==> src/rtl/cache_types.sv <==
// Shared cache definitions.
//   pf_state_e      : prefetch responder states (IDLE, REQ, BEAT, RESP)
//   LINE_ALIGN_MASK : clears the byte offset of a 32-byte cache line
//   line_align()    : applies LINE_ALIGN_MASK to a byte address
package cache_types;

    typedef enum logic [1:0] {
        IDLE = 2'd0,
        REQ  = 2'd1,
        BEAT = 2'd2,
        RESP = 2'd3
    } pf_state_e;

    localparam logic [31:0] LINE_ALIGN_MASK = ~32'h1F;

    function automatic logic [31:0] line_align(input logic [31:0] addr);
        return addr & LINE_ALIGN_MASK;
    endfunction

endpackage

==> src/rtl/pf_pending_slot.sv <==
// One-entry pending prefetch slot.
//   clk, rst   : clock, asynchronous active-low reset
//   load       : store load_addr and mark valid (newest address wins)
//   load_addr  : line-aligned address to store
//   clear      : drop the stored entry
//   cmp_addr   : address compared against the stored entry
//   valid      : slot holds an address
//   addr       : stored address
//   match      : valid and addr == cmp_addr
module pf_pending_slot (
    input  logic        clk,
    input  logic        rst,
    input  logic        load,
    input  logic [31:0] load_addr,
    input  logic        clear,
    input  logic [31:0] cmp_addr,
    output logic        valid,
    output logic [31:0] addr,
    output logic        match
);

    // load beats clear: when the slot is drained into the active fetch and a
    // new prefetch arrives on the same edge, the new one must be retained.
    always_ff @(posedge clk or negedge rst) begin
        if (!rst) begin
            valid <= 1'b0;
            addr  <= '0;
        end else if (load) begin
            valid <= 1'b1;
            addr  <= load_addr;
        end else if (clear) begin
            valid <= 1'b0;
        end
    end

    assign match = valid && (addr == cmp_addr);

endmodule

==> src/rtl/prefetch_responder.sv <==
// Prefetch responder: fetches one cache line from memory as NB beats and
// returns it to the cache, holding it until acknowledged.
//   clk, rst                        : clock, asynchronous active-low reset
//   prefetch, prefetch_addr         : request strobe and byte address
//   prefetch_ack                    : cache consumed the returned line
//   prefetch_rdata, prefetch_rvalid : assembled line, held until ack
//   busy                            : state is not IDLE
//   bmem_addr, bmem_read, bmem_ready: memory read request handshake
//   bmem_raddr, bmem_rdata, bmem_rvalid : returning beats tagged by line address
module prefetch_responder
    import cache_types::*;
#(
    parameter int LINE_BITS = 256,
    parameter int BEAT_BITS = 64
) (
    input  logic                 clk,
    input  logic                 rst,
    input  logic                 prefetch,
    input  logic [31:0]          prefetch_addr,
    input  logic                 prefetch_ack,
    output logic [LINE_BITS-1:0] prefetch_rdata,
    output logic                 prefetch_rvalid,
    output logic                 busy,
    output logic [31:0]          bmem_addr,
    output logic                 bmem_read,
    input  logic                 bmem_ready,
    input  logic [31:0]          bmem_raddr,
    input  logic [BEAT_BITS-1:0] bmem_rdata,
    input  logic                 bmem_rvalid
);

    localparam int NB = LINE_BITS / BEAT_BITS;
    localparam int CW = (NB > 1) ? $clog2(NB) : 1;

    pf_state_e            state, state_n;
    logic [31:0]          cur_addr, cur_n;
    logic                 cur_we;
    logic [CW-1:0]        cnt;
    logic [LINE_BITS-1:0] line;

    logic [31:0] pf_aligned;
    logic        pend_valid, pend_match;
    logic [31:0] pend_addr;
    logic        dup, pf_new, beat_acc, slot_load, slot_clear;

    assign pf_aligned = line_align(prefetch_addr);
    // A request already being served (or already queued) is dropped. While
    // leaving RESP the comparison is still against the outgoing line.
    assign dup        = ((state != IDLE) && (pf_aligned == cur_addr)) || pend_match;
    assign pf_new     = prefetch && !dup;
    // Beats for other lines share the return bus; only our tag is taken.
    assign beat_acc   = (state == BEAT) && bmem_rvalid && (bmem_raddr == cur_addr);

    pf_pending_slot u_pend (
        .clk       (clk),
        .rst       (rst),
        .load      (slot_load),
        .load_addr (pf_aligned),
        .clear     (slot_clear),
        .cmp_addr  (pf_aligned),
        .valid     (pend_valid),
        .addr      (pend_addr),
        .match     (pend_match)
    );

    always_comb begin
        state_n    = state;
        cur_we     = 1'b0;
        cur_n      = cur_addr;
        slot_load  = 1'b0;
        slot_clear = 1'b0;
        case (state)
            IDLE: begin
                if (prefetch) begin
                    state_n = REQ;
                    cur_we  = 1'b1;
                    cur_n   = pf_aligned;
                end
            end
            REQ: begin
                if (bmem_ready) state_n = BEAT;
                slot_load = pf_new;
            end
            BEAT: begin
                if (beat_acc && (cnt == CW'(NB - 1))) state_n = RESP;
                slot_load = pf_new;
            end
            RESP: begin
                if (prefetch_ack) begin
                    if (pend_valid) begin
                        // queued line goes next; a fresh request refills the slot
                        state_n    = REQ;
                        cur_we     = 1'b1;
                        cur_n      = pend_addr;
                        slot_clear = 1'b1;
                        slot_load  = pf_new;
                    end else if (pf_new) begin
                        // nothing queued: the fresh request is served directly
                        state_n = REQ;
                        cur_we  = 1'b1;
                        cur_n   = pf_aligned;
                    end else begin
                        state_n = IDLE;
                    end
                end else begin
                    slot_load = pf_new;
                end
            end
            default: state_n = IDLE;
        endcase
    end

    always_ff @(posedge clk or negedge rst) begin
        if (!rst) begin
            state    <= IDLE;
            cur_addr <= '0;
            cnt      <= '0;
            line     <= '0;
        end else begin
            state <= state_n;
            if (cur_we) cur_addr <= cur_n;
            if (state == REQ && bmem_ready) cnt <= '0;
            else if (beat_acc)              cnt <= cnt + 1'b1;
            if (beat_acc) line[BEAT_BITS*cnt +: BEAT_BITS] <= bmem_rdata;
        end
    end

    assign prefetch_rdata  = line;
    assign prefetch_rvalid = (state == RESP);
    assign busy            = (state != IDLE);
    assign bmem_addr       = cur_addr;
    assign bmem_read       = (state == REQ);

endmodule

==> config.mk <==
export PLATFORM = sky130hd
export DESIGN_NAME = prefetch_responder
export DESIGN_NICKNAME = d
export VERILOG_FILES = /design/src/rtl/cache_types.sv /design/src/rtl/pf_pending_slot.sv /design/src/rtl/prefetch_responder.sv
export SDC_FILE = /design/constraint.sdc
export NUM_CORES = 1
export LEC_CHECK = 0
export CAP_MARGIN = 10
export CORE_MARGIN = 2
export CORE_UTILIZATION = 50
export CTS_BUF_LIST = sky130_fd_sc_hd__clkbuf_8
export DETAILED_ROUTE_END_ITERATION = 10
export GPL_TIMING_DRIVEN = 0
export PLACE_DENSITY = 0.85
export SLEW_MARGIN = 30
export SYNTH_ARGS = -nofsm -noshare
export SYNTH_HDL_FRONTEND = slang
export SYNTH_SLANG_ARGS = --single-unit
==> constraint.sdc <==
create_clock -name clk -period 6.5 [get_ports clk]
set_input_delay 0.975 -clock clk [delete_from_list [all_inputs] [get_ports clk]]
set_output_delay 0.975 -clock clk [all_outputs]
set_load 0.05 [all_outputs]
== After elaboration in Yosys (flattened, before gate mapping) ==
Index checks and enable logic that the tools add are counted.

* Flip-flop bits (word level): 320
* Input bits: 134
* Output and inout port bits: 291
* Logic and storage cells: 67

* Add/subtract/negate cells: 2
* Equal/unequal tests: 12
* Shifts and indexed selects: 2
* Muxes and demuxes: 28
* Reduce and logical (&&, ||, !) cells: 17

{| class="wikitable"
|+ Operators by type and width
! kind !! number
|-
| 256-bit bitwise mux || 1
|-
| 64-bit by 34-bit variable shift with 256-bit output (first input constant) || 1
|-
| 64-bit by 34-bit variable part select with 256-bit output || 1
|-
| 32-bit 2-to-1 mux || 4
|-
| 32-bit equality test || 2
|-
| 32-bit case mux with 2 select lines || 1
|-
| 8-bit negator with 34-bit output || 1
|-
| 27-bit equality test || 1
|-
| 1-bit 2-to-1 mux || 13
|-
| 2-bit 2-to-1 mux || 6
|-
| 2-bit case mux with 4 select lines || 1
|-
| 2-bit nonzero test || 4
|-
| 1-bit logical AND || 7
|-
| 2-bit equality test (second input constant) || 3
|-
| 5-bit AND reduction || 1
|-
| 2-bit by 1-bit != test with 1-bit output (second input constant) || 2
|-
| 2-bit != test (second input constant) || 2
|-
| 1-bit case mux with 2 select lines || 2
|-
| 4-bit AND reduction || 1
|-
| 3-bit by 1-bit != test with 1-bit output (second input constant) || 1
|-
| 2-bit by 1-bit adder with 2-bit output (second input constant) || 1
|-
| 2-bit by 1-bit equality test with 1-bit output (second input constant) || 1
|-
| 2-bit zero test || 1
|-
| 2-bit OR reduction || 1
|-
| other kinds (2) || 2
|}

== Longest topological paths before layout ==
* Word-level depth: 10
* Depth in mapped cells: 10
* Gate-level depth less buffers: 8

== By module ==
From an unflattened synthesis, not the netlist that was laid out.

* Cell total of the unflattened synthesis: 1457
* Area, all modules: 14426.3 um2

{| class="wikitable"
|+ By module, submodules not included
! module !! times used !! cells each !! area an instance (um2) !! seq. area each (um2)
|-
| prefetch_responder || 1 || 1342 || 12847.3 || 7307.0
|-
| pf_pending_slot || 1 || 115 || 1579.0 || 825.8
|}

== Least setup slack after synthesis ==
OpenSTA, ideal clock, no wires.

* Path kind: input to register
* Start: in prefetch_addr[22]
* End: reg cur_addr[11], in the netlist bmem_addr[11]
* Setup time: 125 ps
* Arrival time: 2593 ps
* Required time: 6375 ps
* Slack: 3783 ps
* Stages on the path: 7
* Path buffers: 1
* Cells stage by stage: xnor2_1 nand4_1 nor4_1 a41oi_1 a21oi_2 buf_4 mux2_2

* Longest elaborated chain between the ends: 10
* Elaborated cells between the ends (all ways): 13
* Those cells by class: eq/ne (3); mux (4); reduce/logical (6)

{| class="wikitable"
|+ Ends and longest elaborated chain
! what !! RTL line !! source
|-
| start, declared || prefetch_responder.sv:19 || <nowiki>input logic [31:0] prefetch_addr,</nowiki>
|-
| 32-bit equality test or 27-bit equality test (tied branches) || prefetch_responder.sv:49, pf_pending_slot.sv:36 ||
|-
| 1-bit logical AND, on equally long branches || prefetch_responder.sv:49, pf_pending_slot.sv:36 ||
|-
| 1-bit logical OR (*) || prefetch_responder.sv:49 || <nowiki>assign dup = ((state != IDLE) && (pf_aligned == cur_addr)) || pend_match;</nowiki>
|-
| 1-bit zero test (*) || prefetch_responder.sv:50 || <nowiki>assign pf_new = prefetch && !dup;</nowiki>
|-
| 1-bit logical AND (*) || prefetch_responder.sv:50 ||
|-
| 1-bit 2-to-1 mux || prefetch_responder.sv:97 || <nowiki>end else if (pf_new) begin</nowiki>
|-
| 1-bit 2-to-1 mux || prefetch_responder.sv:90 || <nowiki>if (pend_valid) begin</nowiki>
|-
| 1-bit 2-to-1 mux || prefetch_responder.sv:89 || <nowiki>if (prefetch_ack) begin</nowiki>
|-
| 1-bit case mux with 2 select lines || prefetch_responder.sv:72 || <nowiki>case (state)</nowiki>
|-
| 5-bit AND reduction (no source line) (*) || -- ||
|-
| end signal, assigned || prefetch_responder.sv:121 || <nowiki>if (cur_we) cur_addr <= cur_n;</nowiki>
|-
| end, declared || prefetch_responder.sv:36 || <nowiki>logic [31:0] cur_addr, cur_n;</nowiki>
|}

Mark *: on every way between the ends. The rest lies on a longest branch, timed or not.
A chain may end at the register's enable or synchronous reset.

== Worst setup path in the final report ==
* Start: in bmem_raddr[19]
* End: reg line[181], in the netlist prefetch_rdata[181]

* Longest elaborated chain between the ends: 2

{| class="wikitable"
|+ Ends and longest elaborated chain
! what !! RTL line !! source
|-
| start, declared || prefetch_responder.sv:27 || <nowiki>input logic [31:0] bmem_raddr,</nowiki>
|-
| 32-bit equality test || prefetch_responder.sv:52 || <nowiki>assign beat_acc = (state == BEAT) && bmem_rvalid && (bmem_raddr == cur_addr);</nowiki>
|-
| 1-bit logical AND || prefetch_responder.sv:52 ||
|-
| end signal, assigned by index || prefetch_responder.sv:124 || <nowiki>if (beat_acc) line[BEAT_BITS*cnt +: BEAT_BITS] <= bmem_rdata;</nowiki>
|-
| end, declared || prefetch_responder.sv:39 || <nowiki>logic [LINE_BITS-1:0] line;</nowiki>
|}

No other way between the ends.

==> flow_summary.yaml <==
route:
  drc: 0
  wirelength_mm: 46.6
  drtAntennaViolNets: 0
  post_drt_wl_per_cell_um: 20.1
  via_per_inst: 5.49
  dr.first_iter.drc_count: 1191
  vias: 12726
  drt_pass1_iterations: 6
place:
  place.port_buffers: 414
  dp.final_hpwl_mm: 34.9
  gp_congestion: 0.951
  dp_worst_setup_slack_ns: 2.42
floorplan:
  fp.coreArea_mm2: 0.0271
  die_w_um: 170
  die_area_mm2: 0.0291
  start_util: 0.511
  row_count: 60
  die_h_um: 170
  ios: 425
clock_network:
  path_clk_slew_ns: 0.06
  cts_setup_buffers: 0
  cts_tree: "done"
  ctsResizeCount: 0
  clk_latency_ns: 0.57
  cts_sinks: 315
  clockBufferDepth: 3
  htree_levels: 2
  postCtsHoldBufs: 0
  cts_root_buf: "clkbuf_8"
  numCtsBuffers: 51
logic_synthesis:
  synth_enable_flop_cells: 0
  yosys-top-cells-count: "nand2_1, dfrtp_1, o21ai_0"
  ys_ff_latch: 315
  yosys.area.top_type: "dfrtp_1"
  yosys_warnings: 0
  synth_area_mm2: 0.0139
  synth_top_area_frac: 0.569
  ys_async_sr_fraction: 1.00
  ys_seq_area_frac: 0.569
  avgSynthCellArea_um2: 9.67
  synth_area_leaders: "dfrtp_1, nand2_1, o21ai_0"
  synth_ff_type: "dfrtp_1"
  syn_inst: 1433
  ys_types: 38
  synth.most_common_cell: "nand2_1"
timing:
  setup_viol: 0
  setup_slack_ns: 3.03
  rsz0062_at_grt: "false"
  fmax_mhz: 288
  finalHoldViolations: 0
  tightest_slew_ns: 0.955
  finalSetupTns_ns: 0
  finalCriticalPeriod_ns: 3.47
  final.period_utilization: 0.533
  finClkSkew_ns: 0.0131
  final_max_slew_viol_count: 0
  max_slew_margin: 0.363
grt:
  grt_util_all_layers: 0.318
  overflow: 0
  grt_max_degree: 87
  grt_pass1_wl_mm: 70.7
  grt_pass1_vias: 12580
  antenna_found_initial: 1
critical_path:
  path_delay_family: "buffers and inverters"
  timing.critical_path.mode_cell: "buf_2"
  cp_slowest_cell: "nor4_1"
  cp-end-kind: "flip-flop"
  worst-setup-path-type: "in2reg"
  cp-start-kind: "input pin"
  worstPathRequired_ns: 6.92
  max_stage_delay_ns: 0.72
  path_buf_inv: 4
  cp_cell_sequence: "clkdlybuf4s50_1 > xnor2_1 > nand4_1 > nor4_1 > nand3_1 > buf_2 > clkbuf_1 > buf_2 > nand2_1 > o21ai_0"
  worst-path-max-fanout: 10
  critPathLaunch: "bmem_raddr[19]"
  cp_data_arrival_time_ns: 3.89
  r2r-start: "bmem_addr[19]"
final_layout:
  fillers: 1917
  multiInputGateArea_mm2: 0.00553
  synthToLayoutAreaGrowth_pct: 41.6
  layout-drive-gt1-share: 0.0951
  post-route-util: 0.724
  seq_area_mm2: 0.00788
  finalNetCount: 2052
min_path:
  min_path_type: "in2async"
power:
  power.total_mw: 5.91
  leakage_nw: 8.26
  power_density_mw_per_mm2: 301
  peakVddDrop_mv: 0.389
job:
  maxCapViolations: 0
status:
  status: "finished, final reports clean"
## stage by stage
stage / cells / hold WS (ns) / area [um^2]
after CTS: 2318 / 0.391 / 19600
after global routing: 2319 / 0.426 / 19600
after global placement: 2223 / 0.460 / 18500
final: 2319 / 0.351 / 19600
after detailed placement: 2227 / 0.469 / 18600
after floorplan: 1437 / 0.499 / 13900
## placed cells by master (no fill, tap or decap), drive strengths merged, types with 12 or more instances in the layout
cell type / netlist / layout
mux2: 82 / 82
nand4: 21 / 21
xnor2: 58 / 58
clkbuf: 73 / 137
buf: 22 / 27
xor2: 24 / 24
o21ai: 256 / 256
clkdlybuf4s50: 0 / 413
dfrtp: 315 / 315
nand2: 516 / 516
nor4: 12 / 12
inv: 7 / 26
## sequential cells by signal, indices dropped and copies added (netlist names)
| signal | count |
|---|---|
| u_pend.addr | 27 |
| u_pend.valid | 1 |
| bmem_addr | 27 |
| state | 2 |
| cnt | 2 |
| prefetch_rdata | 256 |
## path summary, 6_finish.rpt
path                                  endpoint  slack (ns)  cells after the start
min reg2reg                 prefetch_rdata[54]        0.48                      2
max reg2reg                prefetch_rdata[181]        3.40                      9
min                              bmem_addr[31]        0.35                      1
max in group asynchronous    prefetch_rdata[1]        4.87                      3
min in group clk            prefetch_rdata[54]        0.48                      2
max                        prefetch_rdata[181]        3.03                     10
## cells by family after synthesis
family                   Yosys count  synth area share
buffers and inverters            103            0.0342
multiplexers                      83            0.0725
AO/OA/AOI/OAI                    269            0.0994
adder cells (fa/ha/maj)           10           0.00903
other                              1          0.000271
flip-flops                       315             0.569
XOR/XNOR                          82            0.0518
AND/OR/NAND/NOR                  570             0.164
## worst reg2reg max path: cells and delay by family (launching register included)
| family | cells | cell delay [ns] |
|---|---|---|
| and+or+nand+nor | 4 | 1.26 |
| buffers and inverters | 3 | 0.87 |
| AOI/OAI and AO/OA | 1 | 0.10 |
| xor gates and xnor gates | 1 | 0.31 |
| DFF | 1 | 0.43 |
## power breakdown
group | total [mW] | internal [mW] | switching, mW
Clock | 1.72 | 0.924 | 0.794
Combinational | 1.79 | 0.848 | 0.947
Sequential | 2.39 | 2.15 | 0.243
## layer usage
| metal | up-vias | wire [um] | track usage |
|---|---|---|---|
| li1 | 5681 | - | - |
| met1 | 6204 | 18300 | 0.398 |
| met2 | 670 | 21900 | 0.519 |
| met3 | 171 | 3700 | 0.0684 |
| met4 | 0 | 2710 | 0.170 |
| met5 | - | 0 | 0 |
## area by class of cell
class | count | share of cell area
Sequential cell | 315 | 0.402
Multi-Input combinational cell | 1019 | 0.282
Timing Repair Buffer | 418 | 0.216
Clock buffer | 64 | 0.0449
Tap cell | 372 | 0.0237
Buffer | 96 | 0.0228
Clock inverter | 27 | 0.00733
Inverter | 7 | 0.00134
Antenna cell | 1 | 0.000128
Note: power is estimated with default switching activity, not from simulation.
==> RTL edit 1 (same flow settings) <==
The 4 states of `pf_state_e` get a Gray code encoding in 2 bits.
--- a/src/rtl/cache_types.sv
+++ b/src/rtl/cache_types.sv
@@ -5,10 +5,10 @@
 package cache_types;
 
     typedef enum logic [1:0] {
-        IDLE = 2'd0,
-        REQ  = 2'd1,
-        BEAT = 2'd2,
-        RESP = 2'd3
+        IDLE = 2'b00,
+        REQ  = 2'b01,
+        BEAT = 2'b11,
+        RESP = 2'b10
     } pf_state_e;
 
     localparam logic [31:0] LINE_ALIGN_MASK = ~32'h1F;
Function: same outputs for any inputs over 4 cycles, from zero or initial values and one cycle with rst low; so few cycles prove little.
==> RTL edit 1 against the original RTL <==
  * Fmax grew 6.0%
  * Critical path depth decreased by 6
  * Synthesized area down 0.87%
  * Synthesized cell count decreased by 1.2%
  * Global-route usage up 0.23 points
  * Clock skew increased by 0.020 ns
  * Non-clock buffer count grew 1
  * Register-to-register slack improved by 0.18 ns
  * Wire length decreased by 0.19%
  * Sequential cell count stayed put
  * Setup slack improved by 0.20 ns
  * Cell area is 0.71% lower
Power is not compared: it rests on default switching activity, and its combinational part moved more than twofold at a synthesized area within 25%.
==> RTL edit 1: results (changes against the original RTL) <==
metric;value;unit;change
result of the run;finished clean;;
total wire length;46500;um;-0.19%
Post-CTS Setup Bufs;0;;unchanged
cell count after synthesis;1416;;-1.2%
largest delay contributor family on the critical path;buffers and inverters;;
max FFs per register;256;;unchanged
final clock skew;0.0331;ns;+0.0200 ns
CTS-repair resized insts;0;;unchanged
via count;12449;;-2.2%
Max stage delay on crit path;0.84;ns;+0.12 ns
largest vdd supply drop;0.197;mV;
fraction of layout instances using a drive strength above 1;0.102;;+0.00722
placed cells;2179;;-2.2%
violation count after the first detailed-route iteration;991;;-17%
final instance count without filler cells;2268;;-2.2%
number of distinct library cell variants in the gate-level netlist after synthesis;42;;+11%
leak pwr;8.15;nW;
sequential element share of the synthesized area;0.574;;+0.00497
cell at the root of the clock tree;clkbuf_8;;
Post-Place Cell Area;0.0184;mm2;-0.88%
Switching Share;0.263;;
number of buffers inserted by port buffering;414;;unchanged
Max-slew headroom;0.382;;+0.0188
main flop type after synthesis;dfrtp_1;;
class of the tightest hold or removal check;in2async;;
largest fanout on the critical path;8;;-2
Detailed Place HPWL;34600;um;-0.80%
final-layout fill cell count;1869;;-2.5%
pin count of the biggest net entering global routing;92;;+5.7%
Clk pin slew, worst setup/hold paths;0.06;ns;about the same
share of the synthesized area in compound gates (AO/OA/AOI/OAI);0.100;;+0.000960
fin nets;2030;;-1.1%
placement-stage worst setup slack;2.69;ns;+0.266 ns
first-pass detailed-route iteration total;8;;+2
count of synthesis-stage warnings from yosys;0;;unchanged
first-pass GRT wire length;70900;um;+0.33%
dominant cells by area after synthesis;dfrtp_1, nand2_1, o21ai_0, mux2_2, xnor2_1;;
asr flop ratio synth;1.00;;unchanged
htree depth;2;;unchanged
clock latency reported for the late side of the worst-skew pair;0.59;ns;+0.02 ns
antenna violations before repair;0;;-1
Adder-Cell Fraction of Synth Area;0.00455;;-0.00447
data arrival time of the worst path;2.29;ns;-1.60 ns
portion of netlist area occupied by mux cells;0.0699;;-0.00264
Clock Path Buffers;3;;unchanged
routability congestion estimate from global placement;0.890;;-6.4%
overall track demand over capacity in global routing;0.320;;+0.00225
number of global-route vias before repair;12521;;-0.47%
Inserted Clock Buffers;51;;unchanged
xor/xnor share of the synthesized area;0.0523;;+0.000453
Synth top cells by count;nand2_1, dfrtp_1, o21ai_0;;
crit path max-delay cell type;clkdlybuf4s50_1;;
RTL edit 1: power groups by stage:
stage	logic, mW	clock network [mW]	registers [mW]
6_report	0.531	1.78	2.07
5_1_grt	0.561	1.89	2.08
4_1_cts	0.532	1.80	2.07
3_5_place_dp	0.528	0	2.11
3_3_place_gp	0.512	0	2.11
2_1_floorplan	0.167	0	2.19
RTL edit 1: through the flow:
step / setup TNS [ns] / hold slack [ns]
2_1_floorplan: 0 / 0.503
3_3_place_gp: -2778.63 / 0.461
3_5_place_dp: 0 / 0.470
4_1_cts: 0 / 0.366
5_1_grt: 0 / 0.402
6_report: 0 / 0.365
RTL edit 1: final timing paths:
path | startpoint | endpoint | slack, ns | cells after the start
setup / recovery | state[0] | prefetch_rvalid | 3.23 | 4
hold reg to reg | prefetch_rdata[23] | prefetch_rdata[23] | 0.48 | 2
min in group clk | prefetch_rdata[23] | prefetch_rdata[23] | 0.48 | 2
max in group asynchronous | rst | prefetch_rdata[9] | 4.93 | 3
setup reg to reg | cnt[0] | prefetch_rdata[135] | 3.58 | 7
hold / removal | rst | bmem_addr[23] | 0.36 | 1
RTL edit 1: layout make-up:
class / count / area [um2] / area share
plain buffers: 97 / 458 / 0.0235
diodes: 1 / 2.50 / 0.000128
well taps: 341 / 427 / 0.0219
multi-input cells: 1004 / 5400 / 0.277
flip-flops and latches: 315 / 7880 / 0.405
clock buffers: 62 / 853 / 0.0438
repair buffers: 418 / 4240 / 0.218
clock inverters: 26 / 201 / 0.0103
inverters: 4 / 15.0 / 0.000771
RTL edit 1: per-layer routing:
metal  GRT usage  part of all wire  vias up
met5           0                 0        -
met4       0.156             0.051        0
met3      0.0665             0.076      150
met2       0.528              0.48      602
met1       0.405              0.40     6091
li1            -                 -     5606
==> RTL edit 2 (config.mk and constraints unchanged) <==
Without the edit above. Change the parameter `LINE_BITS` from 256 to 128.
--- a/src/rtl/prefetch_responder.sv
+++ b/src/rtl/prefetch_responder.sv
@@ -10,7 +10,7 @@
 module prefetch_responder
     import cache_types::*;
 #(
-    parameter int LINE_BITS = 256,
+    parameter int LINE_BITS = 128,
     parameter int BEAT_BITS = 64
 ) (
     input  logic                 clk,
Interface: changed (resized prefetch_rdata); port bits go from 425 to 297. No check against the original RTL was run, so the function may have changed too.
==> RTL edit 2 against the original RTL <==
  * Sequential cell count decreased by 129
  * Setup slack improved by 0.050 ns
  * Fmax increased by 1.5%
  * Largest power group is now combinational logic
  * Largest cell class unchanged
  * Wire length decreased by 53%
  * Worst hold slack got worse by 0.0049 ns
  * Total power decreased by 30%
  * Clock power decreased by 55%
  * Global-route usage decreased by 6.8 points
  * Synthesized area decreased by 39%
  * Final cell count decreased by 52%
  * Utilization increased by 0.56 points
  * Highest routed layer unchanged
  * Cell area decreased by 39%
  * Synthesized cell count decreased by 60%
  * Critical path type unchanged
==> RTL edit 2: results (changes against the original RTL) <==
metric;value;unit;change
number of global-route vias before repair;6161;;-51%
Clock Path Buffers;2;;-1
Adder-Cell Fraction of Synth Area;0.00742;;-0.00161
largest vdd supply drop;0.337;mV;-13%
number of distinct library cell variants in the gate-level netlist after synthesis;31;;-18%
area growth from synthesis to layout;42.9;%;
Max stage delay on crit path;0.48;ns;-0.24 ns
antenna violations before repair;1;;unchanged
fin nets;1022;;-50%
leak pwr;5.40;nW;-35%
data arrival time of the worst path;3.76;ns;-0.13 ns
pin count of the biggest net entering global routing;91;;+4.6%
final clock skew;0.0159;ns;+0.00285 ns
r2r startpoint;bmem_addr[19];;
share of the synthesized area in compound gates (AO/OA/AOI/OAI);0.00579;;-0.0936
Post-CTS Setup Bufs;0;;unchanged
Synth top cells by count;dfrtp_1, mux2_2, xnor2_1;;
CTS-repair resized insts;0;;unchanged
reg-to-reg endpoint;bmem_addr[16];;
class of the tightest hold or removal check;in2async;;
xor/xnor share of the synthesized area;0.0852;;+0.0333
portion of netlist area occupied by mux cells;0.288;;+0.215
asr flop ratio synth;1.00;;unchanged
dominant cells by area after synthesis;dfrtp_1, mux2_2, xnor2_1, mux2_4, nand4_1;;
number of buffers inserted by port buffering;286;;-31%
Worst Tran Pin Value;0.633;ns;-0.322 ns
R2R setup slack;3.63;ns;+0.23 ns
routability congestion estimate from global placement;0.836;;-12%
fraction of layout instances using a drive strength above 1;0.291;;+0.196
Critical Path Start;prefetch_addr[19];;
violation count after the first detailed-route iteration;179;;-85%
first-pass detailed-route iteration total;4;;-2
crit path max-delay cell type;clkdlybuf4s50_1;;
first-pass GRT wire length;34300;um;-52%
sequential element share of the synthesized area;0.552;;-0.0170
Clk pin slew, worst setup/hold paths;0.10;ns;+0.04 ns
Inserted Clock Buffers;17;;-67%
htree depth;4;;+2
Via density;5.17;;-5.7%
overall track demand over capacity in global routing;0.250;;-0.0681
depth of the worst register-to-register path;8;;-1
max FFs per register;128;;-50%
clock latency reported for the late side of the worst-skew pair;0.46;ns;-0.11 ns
Detailed Place HPWL;17300;um;-51%
routed wirelength normalized by instance count;19.7;um;-1.9%
result of the run;finished clean;;
cell at the root of the clock tree;clkbuf_8;;
RTL edit 2: changes by cell type after synthesis, sizes merged, moves of 11 or more:
cell / before / now
nand2: 516 / 8
xor2: 24 / 13
dfrtp: 315 / 186
o21ai: 256 / 2
xnor2: 58 / 69
clkbuf: 73 / 2
mux2: 82 / 209
RTL edit 2: how the worst max path moves through the flow:
stage                               end
finish                    bmem_addr[16]
global placement    prefetch_rdata[109]
detailed placement        bmem_addr[15]
global route              bmem_addr[21]
floorplan                 bmem_addr[11]
CTS                       bmem_addr[21]
RTL edit 2: cell families after synthesis:
group                    after synthesis
multiplexers                         209
flip-flops                           186
XOR/XNOR                              82
AND/OR/NAND/NOR                       55
buffers and inverters                 26
AO/OA/AOI/OAI                          8
adder cells (fa/ha/maj)                5
other                                  1
RTL edit 2: worst max-delay path, delay by kind of cell:
| family | cells | cell delay, ns |
|---|---|---|
| buffers and inverters | 2 | 0.69 |
| xor gates and xnor gates | 1 | 0.32 |
| muxes | 1 | 0.30 |
| and+or+nand+nor | 5 | 1.46 |
RTL edit 2: per-stage QoR:
stage                     instances  hold slack (ns)  setup slack (ns)  area (um2)  power (mW)
after floorplan                 576            0.516              3.82        8450        2.82
after global placement         1082            0.466             -2.83       11600        3.33
after detailed placement       1084            0.476              2.56       11600        3.38
after CTS                      1116            0.328              3.06       12100        4.16
after global routing           1116            0.335              3.02       12100        4.32
final                          1117            0.346              3.08       12100        4.14
RTL edit 2: layer usage:
metal  global-route usage  wire [um]  part of all wire
met1                0.298       8650              0.39
met2                0.446      11400              0.52
met3               0.0529       1410             0.064
met4               0.0904        603             0.027
met5                    0          0                 0
RTL edit 2: layout make-up:
type	count	area, um2
sequential	186	4650
fill	1074	4470
multi-input combinational	364	3610
timing repair buffer	288	2920
tap	220	275
clock buffer	18	248
buffer	23	170
clock inverter	14	158
inverter	3	11.3
antenna	1	2.50
RTL edit 2: report_power, final:
group          switching, mW  internal (mW)  leakage, nW
registers              0.232           1.35         2.47
clock network          0.449          0.331        0.200
logic                  0.893          0.890         2.72
total                   1.57           2.57         5.40
